`src/rtl/serial_bit_streamer_pkg.sv`:
```
// Shared definitions for the serial bit streamer and the sequence detectors
// it feeds.
//   state_e : two-state encoding used by the streamer FSM
//   clog2   : ceiling log2, used to size down-counters
package serial_bit_streamer_pkg;

  typedef enum logic {
    ST_IDLE  = 1'b0,
    ST_SHIFT = 1'b1
  } state_e;

  // Smallest number of bits n such that 2**n >= value. Written as a bounded
  // loop so it can be evaluated at elaboration time by any tool.
  function automatic int clog2(input int value);
    int result;
    result = 0;
    for (int i = 0; i < 32; i++) begin
      if ((64'd1 << i) < 64'(value)) begin
        result = i + 1;
      end
    end
    return result;
  endfunction

endpackage

```
`src/rtl/serial_bit_streamer_piso.sv`:
```
// Parallel-in / serial-out shift register.
//   clk        : clock, rising edge
//   rst        : asynchronous active-low reset, clears the register
//   load_i     : load data_i (takes priority over shift_en_i)
//   shift_en_i : advance one position toward the emitting end
//   data_i     : parallel word
//   q_o        : current register contents
// MSB_FIRST != 0 shifts left (emitting end is bit WIDTH-1), otherwise
// shifts right (emitting end is bit 0). Vacated positions fill with 0.
module shift_reg_piso
  import serial_bit_streamer_pkg::*;
#(
  parameter int WIDTH     = 8,
  parameter int MSB_FIRST = 1
) (
  input  logic             clk,
  input  logic             rst,
  input  logic             load_i,
  input  logic             shift_en_i,
  input  logic [WIDTH-1:0] data_i,
  output logic [WIDTH-1:0] q_o
);

  logic [WIDTH-1:0] q_q;
  logic [WIDTH-1:0] shifted;

  if (MSB_FIRST != 0) begin : g_left
    assign shifted = {q_q[WIDTH-2:0], 1'b0};
  end else begin : g_right
    assign shifted = {1'b0, q_q[WIDTH-1:1]};
  end

  always_ff @(posedge clk or negedge rst) begin
    if (!rst) begin
      q_q <= '0;
    end else if (load_i) begin
      q_q <= data_i;
    end else if (shift_en_i) begin
      q_q <= shifted;
    end
  end

  assign q_o = q_q;

endmodule

```
`src/rtl/serial_bit_streamer.sv`:
```
// Serial bit streamer: takes a parallel word over a valid/ready handshake and
// emits it one bit per clock on x_out, feeding a sequence detector's serial
// input. Back-to-back words are emitted with no idle gap; between frames
// x_out rests at IDLE_BIT.
//   clk         : clock, rising edge
//   rst         : asynchronous active-low reset
//   load_data   : parallel word, sampled on the accepting edge
//   load_valid  : upstream offers load_data
//   load_ready  : a word can be accepted this cycle (combinational)
//   x_out       : serial data bit (registered)
//   bit_valid   : x_out carries a data bit (registered)
//   frame_start : pulse with the first bit of each word
//   frame_done  : pulse with the last bit of each word
//   busy        : FSM is in SHIFT
module serial_bit_streamer
  import serial_bit_streamer_pkg::*;
#(
  parameter int   WIDTH     = 8,
  parameter int   MSB_FIRST = 1,
  parameter logic IDLE_BIT  = 1'b0
) (
  input  logic             clk,
  input  logic             rst,
  input  logic [WIDTH-1:0] load_data,
  input  logic             load_valid,
  output logic             load_ready,
  output logic             x_out,
  output logic             bit_valid,
  output logic             frame_start,
  output logic             frame_done,
  output logic             busy
);

  localparam int CNT_W     = clog2(WIDTH);
  localparam int FIRST_IDX = (MSB_FIRST != 0) ? WIDTH - 1 : 0;
  localparam int NEXT_IDX  = (MSB_FIRST != 0) ? WIDTH - 2 : 1;

  state_e           state_q, state_d;
  logic [CNT_W-1:0] cnt_q, cnt_d;
  logic             x_q, x_d;
  logic             bit_valid_q, bit_valid_d;
  logic             frame_start_q, frame_start_d;
  logic             frame_done_q, frame_done_d;

  logic             accept;
  logic             shift_en;
  logic [WIDTH-1:0] shreg;

  // The counter holds the number of bits still to follow the one on x_out,
  // so a new word may be taken as soon as the last bit is showing.
  assign load_ready = (state_q == ST_IDLE) || (cnt_q == '0);
  assign accept     = load_valid && load_ready;
  assign shift_en   = (state_q == ST_SHIFT) && (cnt_q != '0);

  shift_reg_piso #(
    .WIDTH     (WIDTH),
    .MSB_FIRST (MSB_FIRST)
  ) u_piso (
    .clk        (clk),
    .rst        (rst),
    .load_i     (accept),
    .shift_en_i (shift_en),
    .data_i     (load_data),
    .q_o        (shreg)
  );

  // Only the bit one step behind the emitting end is read: x_out is a
  // separate flop that is loaded with the bit about to be emitted, so the
  // emitting end of the register itself is already on x_out.
  logic unused_shreg_bits;
  assign unused_shreg_bits = ^shreg;

  // x_out is loaded straight from load_data on accept so the first bit
  // appears in the cycle right after the handshake edge.
  always_comb begin
    state_d       = state_q;
    cnt_d         = cnt_q;
    x_d           = IDLE_BIT;
    bit_valid_d   = 1'b0;
    frame_start_d = 1'b0;
    frame_done_d  = 1'b0;
    if (accept) begin
      state_d       = ST_SHIFT;
      cnt_d         = CNT_W'(WIDTH - 1);
      x_d           = load_data[FIRST_IDX];
      bit_valid_d   = 1'b1;
      frame_start_d = 1'b1;
    end else if (shift_en) begin
      cnt_d        = cnt_q - 1'b1;
      x_d          = shreg[NEXT_IDX];
      bit_valid_d  = 1'b1;
      frame_done_d = (cnt_q == CNT_W'(1));
    end else begin
      state_d = ST_IDLE;
    end
  end

  always_ff @(posedge clk or negedge rst) begin
    if (!rst) begin
      state_q       <= ST_IDLE;
      cnt_q         <= '0;
      x_q           <= IDLE_BIT;
      bit_valid_q   <= 1'b0;
      frame_start_q <= 1'b0;
      frame_done_q  <= 1'b0;
    end else begin
      state_q       <= state_d;
      cnt_q         <= cnt_d;
      x_q           <= x_d;
      bit_valid_q   <= bit_valid_d;
      frame_start_q <= frame_start_d;
      frame_done_q  <= frame_done_d;
    end
  end

  assign x_out       = x_q;
  assign bit_valid   = bit_valid_q;
  assign frame_start = frame_start_q;
  assign frame_done  = frame_done_q;
  assign busy        = (state_q == ST_SHIFT);

endmodule

```
`config.mk`:
```
export PLATFORM = sky130hd
export DESIGN_NAME = serial_bit_streamer
export DESIGN_NICKNAME = d
export VERILOG_FILES = /design/src/rtl/serial_bit_streamer_pkg.sv /design/src/rtl/serial_bit_streamer_piso.sv /design/src/rtl/serial_bit_streamer.sv
export SDC_FILE = /design/constraint.sdc
export NUM_CORES = 1
export LEC_CHECK = 0
export BUFFER_PORTS_ARGS = -buffer_cell sky130_fd_sc_hd__buf_4
export CAP_MARGIN = 20
export CORE_AREA = 5 5 42 44
export CTS_BUF_LIST = sky130_fd_sc_hd__clkbuf_4 sky130_fd_sc_hd__clkbuf_8
export CTS_CLUSTER_DIAMETER = 80
export DETAILED_ROUTE_END_ITERATION = 8
export DIE_AREA = 0 0 47 49
export PLACE_DENSITY = 0.82
export SYNTH_ARGS = -nofsm -noshare
export SYNTH_HDL_FRONTEND = slang
export SYNTH_SLANG_ARGS = --single-unit
```
`constraint.sdc`:
```
create_clock -name clk -period 4.59 [get_ports clk]
set_input_delay 0.6885 -clock clk [delete_from_list [all_inputs] [get_ports clk]]
set_output_delay 0.6885 -clock clk [all_outputs]
set_load 0.005 [all_outputs]
```
**Word level (Yosys, flattened, before mapping)**

Cells that the tools add are included.

- Register bits: 15
- Output and inout port bits: 6

- Add/sub/neg operators: 1
- Eq/ne operators: 2
- Muxes and demuxes: 13
- Bitwise gates (word level): 1
- Reduce and logical (&&, ||, !) cells: 6

Operators with widths:

| operator | count |
|---|---|
| $mux W7 | 2 |
| $mux W1 | 9 |
| $mux W3 | 2 |
| $eq A3 B1 Y1 const B | 1 |
| $logic_not A3 Y1 | 1 |
| $reduce_bool A3 Y1 | 1 |
| $sub A3 B1 Y3 const B | 1 |
| $logic_and A1 B1 Y1 | 2 |
| $ne A2 B2 Y1 const B | 1 |
| $reduce_bool A2 Y1 | 1 |
| $logic_or A1 B1 Y1 | 1 |
| $not A1 Y1 | 1 |

**Logic depth before layout (Yosys ltp)**

- Word-level depth: 4
- Mapped depth: 6
- Depth with buffers taken out: 5

**Modules after synthesis**

Synthesis repeated with hierarchy kept, for this count alone.

- Cells, all modules: 64
- Area, all modules: 737.0 µm²

By module, submodules not included:

| module | times used | cells each | area each (µm²) | seq. area each (µm²) |
|---|---|---|---|---|
| shift_reg_piso | 1 | 34 | 369.1 | 200.2 |
| serial_bit_streamer | 1 | 30 | 367.9 | 200.2 |

**Worst setup path after synthesis**

Ideal clock, no wire load.

- Path type: register -> output
- Start point: register cnt_q[0]
- End point: output load_ready
- Data arrival time: 1,041 ps
- Required time: 3,902 ps
- Setup slack: 2,861 ps
- Cell stages (with the launch flop): 6
- Path through: dfrtp_1 inv_1 ha_1 inv_1 o21ai_4 buf_6

- Cells in the longest elaborated chain, start to end: 2

Ends and longest elaborated chain:

| item | line | source |
|---|---|---|
| start, declared | serial_bit_streamer.sv:39 | `logic [CNT_W-1:0] cnt_q, cnt_d;` |
| start signal, assigned | serial_bit_streamer.sv:108 | `cnt_q <= cnt_d;` |
| $logic_not A3 Y1 | serial_bit_streamer.sv:51 | `assign load_ready = (state_q == ST_IDLE) \|\| (cnt_q == '0);` |
| $logic_or A1 B1 Y1 | serial_bit_streamer.sv:51 |  |
| end, declared | serial_bit_streamer.sv:26 | `output logic load_ready,` |

Every way passes these cells.

**Final worst setup path**

Ends and elaborated chain as after synthesis.

==> results.md <==
Run status:
- The flow ran to the end, and the final reports show no timing, DRC or antenna violations.

Drt:
- The starting DRC count in detailed routing is 2.
- In the final routed layout, each cell accounts on average for 12.5 um.
- The final layout contains routed wiring with a total length of 1100 um.
- The DRC violation count after routing is 0.
- The count of TritonRoute iterations in the first routing pass is 3.
- After detailed routing, the number of vias per cell comes to ~5.0.
- Once detail routing completed, the nets flagged for antenna violations numbered 0.
- The total number of vias is between 400 and 500.

Synthesis:
- The number of different library cells in the post-synthesis netlist is 19.
- The synthesized design contains 0 enable-type register cells.
- By area the synthesized netlist is led by sky130_fd_sc_hd__dfrtp_1 52%, sky130_fd_sc_hd__mux2_2 16%, sky130_fd_sc_hd__ha_1 5.2%, sky130_fd_sc_hd__mux2i_1 4.2%, sky130_fd_sc_hd__mux2_4 4.2%.
- Yosys printed 0 warnings.
- The flip-flop and latch count after synthesis is 15.
- Summed over its instances, the top area cell type makes up approximately 52% of the synthesized netlist area.
- The post-synthesis sequential area ratio is around half.
- The predominant post-synthesis flop cell is sky130_fd_sc_hd__dfrtp_1.
- The netlist area before placement is 722 um^2.
- Dividing the synthesized area by the synthesized cell count gives between 10 and 15 um^2.
- The share of synthesized flip-flops with an asynchronous set or reset is 100%.
- The synthesized netlist net count is a little under 70.
- The most frequently used cell type in the post-synthesis netlist is sky130_fd_sc_hd__dfrtp_1.
- The biggest area contributor in the post-synthesis netlist is sky130_fd_sc_hd__dfrtp_1.
- In the synthesized netlist, the cells that appear most often are 15 x sky130_fd_sc_hd__dfrtp_1, 10 x sky130_fd_sc_hd__mux2_2, 4 x sky130_fd_sc_hd__inv_1.
- The number of instances in the synthesized netlist is 55.

Cells and area:
- The fraction of layout instances using a drive strength above 1 is between 40% and 50%.
- The post-route standard cell area excluding fillers is about 860 um^2.
- The number of nets in the finished design is between 80 and 90.
- The number of antenna diodes in the final layout is 0.
- Relative to the synthesized area, the layout overhead comes to 19.4%.

Clock tree:
- After clock tree synthesis, the clock-pin slew on the worst setup and hold paths is ~0.090 ns.
- No sink is reached through more buffers than the 2 on the longest clock path.
- The total of hold buffers inserted after clock tree synthesis is 0.
- Post-CTS timing repair inserted 0 buffers for setup.
- The number of levels in the clock H-tree is 1.
- In this run, post-CTS repair resized a total of 0 instances.
- The clock reaches the later pin of the worst-skew pair after 0.28 ns.
- The total CTS buffers is 3.
- TritonCTS built the clock tree.
- The clock sink count is 15.
- The CTS root buffer is sky130_fd_sc_hd__clkbuf_4.

Critical path:
- Of all nets on the critical path, the largest fanout is 15.
- The internal reg-to-reg setup slack is roughly 3.0 ns.
- In this run the critical register-to-register path is launched from cnt_q[0]$_DFFE_PN0P_.
- The worst setup path is of the reg2out kind.
- The cell count of the worst reg-to-reg path is 5.
- The worst setup path is launched from a register.
- For the worst setup path, the data required time is around 3.9 ns.
- The endpoint of the worst register-to-register path is u_piso.q_o[3]$_DFFE_PN0P_.
- The worst setup path is captured at a primary output.
- Data on the critical path arrives at its endpoint at roughly 1.6 ns.

Die:
- The row count is 14.
- The floorplan step set the die width to around 47 um.
- The die covers 2300 um^2.
- The number of top-level design ports is 17.
- The effective utilization at floorplan is 51.5%.
- The die outline height is ~50 um.
- The floorplan core area is around 1400 um^2.

STA:
- The minimum setup slack in the final design is between 2 and 2.5 ns.
- Static timing analysis puts the maximum clock frequency at 0.433 GHz.
- The worst relative slew slack is 69.0%.
- After routing, the total negative slack on setup checks comes to 0 ns.
- The final critical-path share of the clock period is between 50% and 60%.
- Setup repair after global routing left no endpoint under its margin.
- The number of slew-limit violations in the final report is 0.
- The setup-violating endpoint count in the final report is 0.
- The worst clock skew on the final layout is around 0.0045 ns.
- The final count of hold timing violations is 0.
- The smallest hold slack is between 0.2 and 0.25 ns.
- After layout, the minimum clock period comes to ~2.3 ns.
- For the pin with the worst max-slew slack, the measured transition is roughly 0.46 ns.

Worst hold path:
- The min-delay analysis places its worst path in the category in2async.

Placement:
- The final weighted congestion of routability-driven global placement is roughly 0.74.
- Summed over all nets, the half-perimeter wirelength after detailed placement is approximately 840 um.
- Input and output buffers added on the ports amount to 16.
- At the placement stage, the worst setup path has a slack of approximately 2.6 ns.
- The cell area reported after detailed placement is about 830 um^2.

Flow run:
- Max-cap violations in this run came to 0.

GRT:
- The first global-routing pass estimated just under 2000 um of wire.
- The maximum number of pins on one net before global-route repair is 16.
- For this run, the total global-route usage over all layers was measured as a little under an eighth.
- The overall overflow remaining after global route is 0.
- The number of antenna violations at the first check in global routing is 0.
- The number of global-route vias before repair was 456.

Power:
- For this design the static power due to leakage is 0.428 nW.
- Dividing total power by cell area gives a power density of 529 nW/um^2.
- The peak supply drop is around 0.32 mV.
- The design draws around 460 uW.
## registers in the layout (all words and copies together), names as in the netlist
name         cells
u_piso.q_o       7
cnt_q            3
bit_valid        1
busy             1
frame_done       1
frame_start      1
x_out            1
## worst max-delay path by stage
stage / startpoint / end / depth (start not counted)
4_1_cts: cnt_q[0]$_DFFE_PN0P_ / load_ready / 5
3_5_place_dp: cnt_q[0]$_DFFE_PN0P_ / load_ready / 5
6_report: cnt_q[0]$_DFFE_PN0P_ / load_ready / 5
2_1_floorplan: cnt_q[0]$_DFFE_PN0P_ / load_ready / 5
5_1_grt: cnt_q[1]$_DFFE_PN0P_ / load_ready / 5
3_3_place_gp: cnt_q[0]$_DFFE_PN0P_ / load_ready / 5
## cell families (layout without fill, tap and decap cells)
logic type	after synthesis	count (layout)	synth area share (%)
buffers and inverters	7	24	5.89
flip-flops	15	15	52.0
AND/OR/NAND/NOR	10	10	7.28
adder cells (fa/ha/maj)	3	3	5.20
multiplexers	15	15	23.9
AO/OA/AOI/OAI	5	5	5.72
## cell usage in the layout (no fill, tap or decap), types with 2 or more instances in the layout
cell,netlist,routed
sky130_fd_sc_hd__and2_1,2,2
sky130_fd_sc_hd__buf_4,0,16
sky130_fd_sc_hd__clkbuf_4,0,3
sky130_fd_sc_hd__dfrtp_1,15,15
sky130_fd_sc_hd__ha_1,3,3
sky130_fd_sc_hd__inv_1,4,4
sky130_fd_sc_hd__mux2_2,10,10
sky130_fd_sc_hd__mux2_4,2,2
sky130_fd_sc_hd__mux2i_1,3,3
sky130_fd_sc_hd__nand2_1,2,2
sky130_fd_sc_hd__nand2b_1,2,2
sky130_fd_sc_hd__nor2_1,2,2
## critical path, stage by stage, from the launching register on
cell,delay (ns)
sky130_fd_sc_hd__dfrtp_1,0.41
sky130_fd_sc_hd__inv_1,0.09
sky130_fd_sc_hd__ha_1,0.17
sky130_fd_sc_hd__inv_1,0.08
sky130_fd_sc_hd__o21ai_4,0.39
sky130_fd_sc_hd__buf_4,0.20
## final cells by class
cell class / instances / area [um^2]
fill: 117 / 539
sequential: 15 / 375
multi-input combinational: 33 / 304
timing repair buffer: 16 / 120
clock buffer: 3 / 22.5
tap: 16 / 20.0
inverter: 4 / 15.0
clock inverter: 1 / 5.00
## layer usage
layer	GRT usage, %	wire, um	vias up
met4	5.07	8	0
met1	13.8	439	203
met2	18.3	578	12
met5	0	0	-
met3	2.95	72	2
li1	-	-	221
## per-stage QoR
stage               cells  utilization, %
floorplan              55               -
global placement       84            59.6
detailed placement     84            59.6
CTS                    88            61.5
global route           88            61.5
finish                 88            61.5
## power by group
group	switching [mW]	leakage (nW)	internal (mW)	total, mW
registers	0.0286	0.187	0.178	0.207
clock network	0.0427	0.0177	0.0323	0.0750
logic	0.0756	0.224	0.0985	0.174
total	0.147	0.428	0.309	0.456
(Power assumes the default switching activity.)
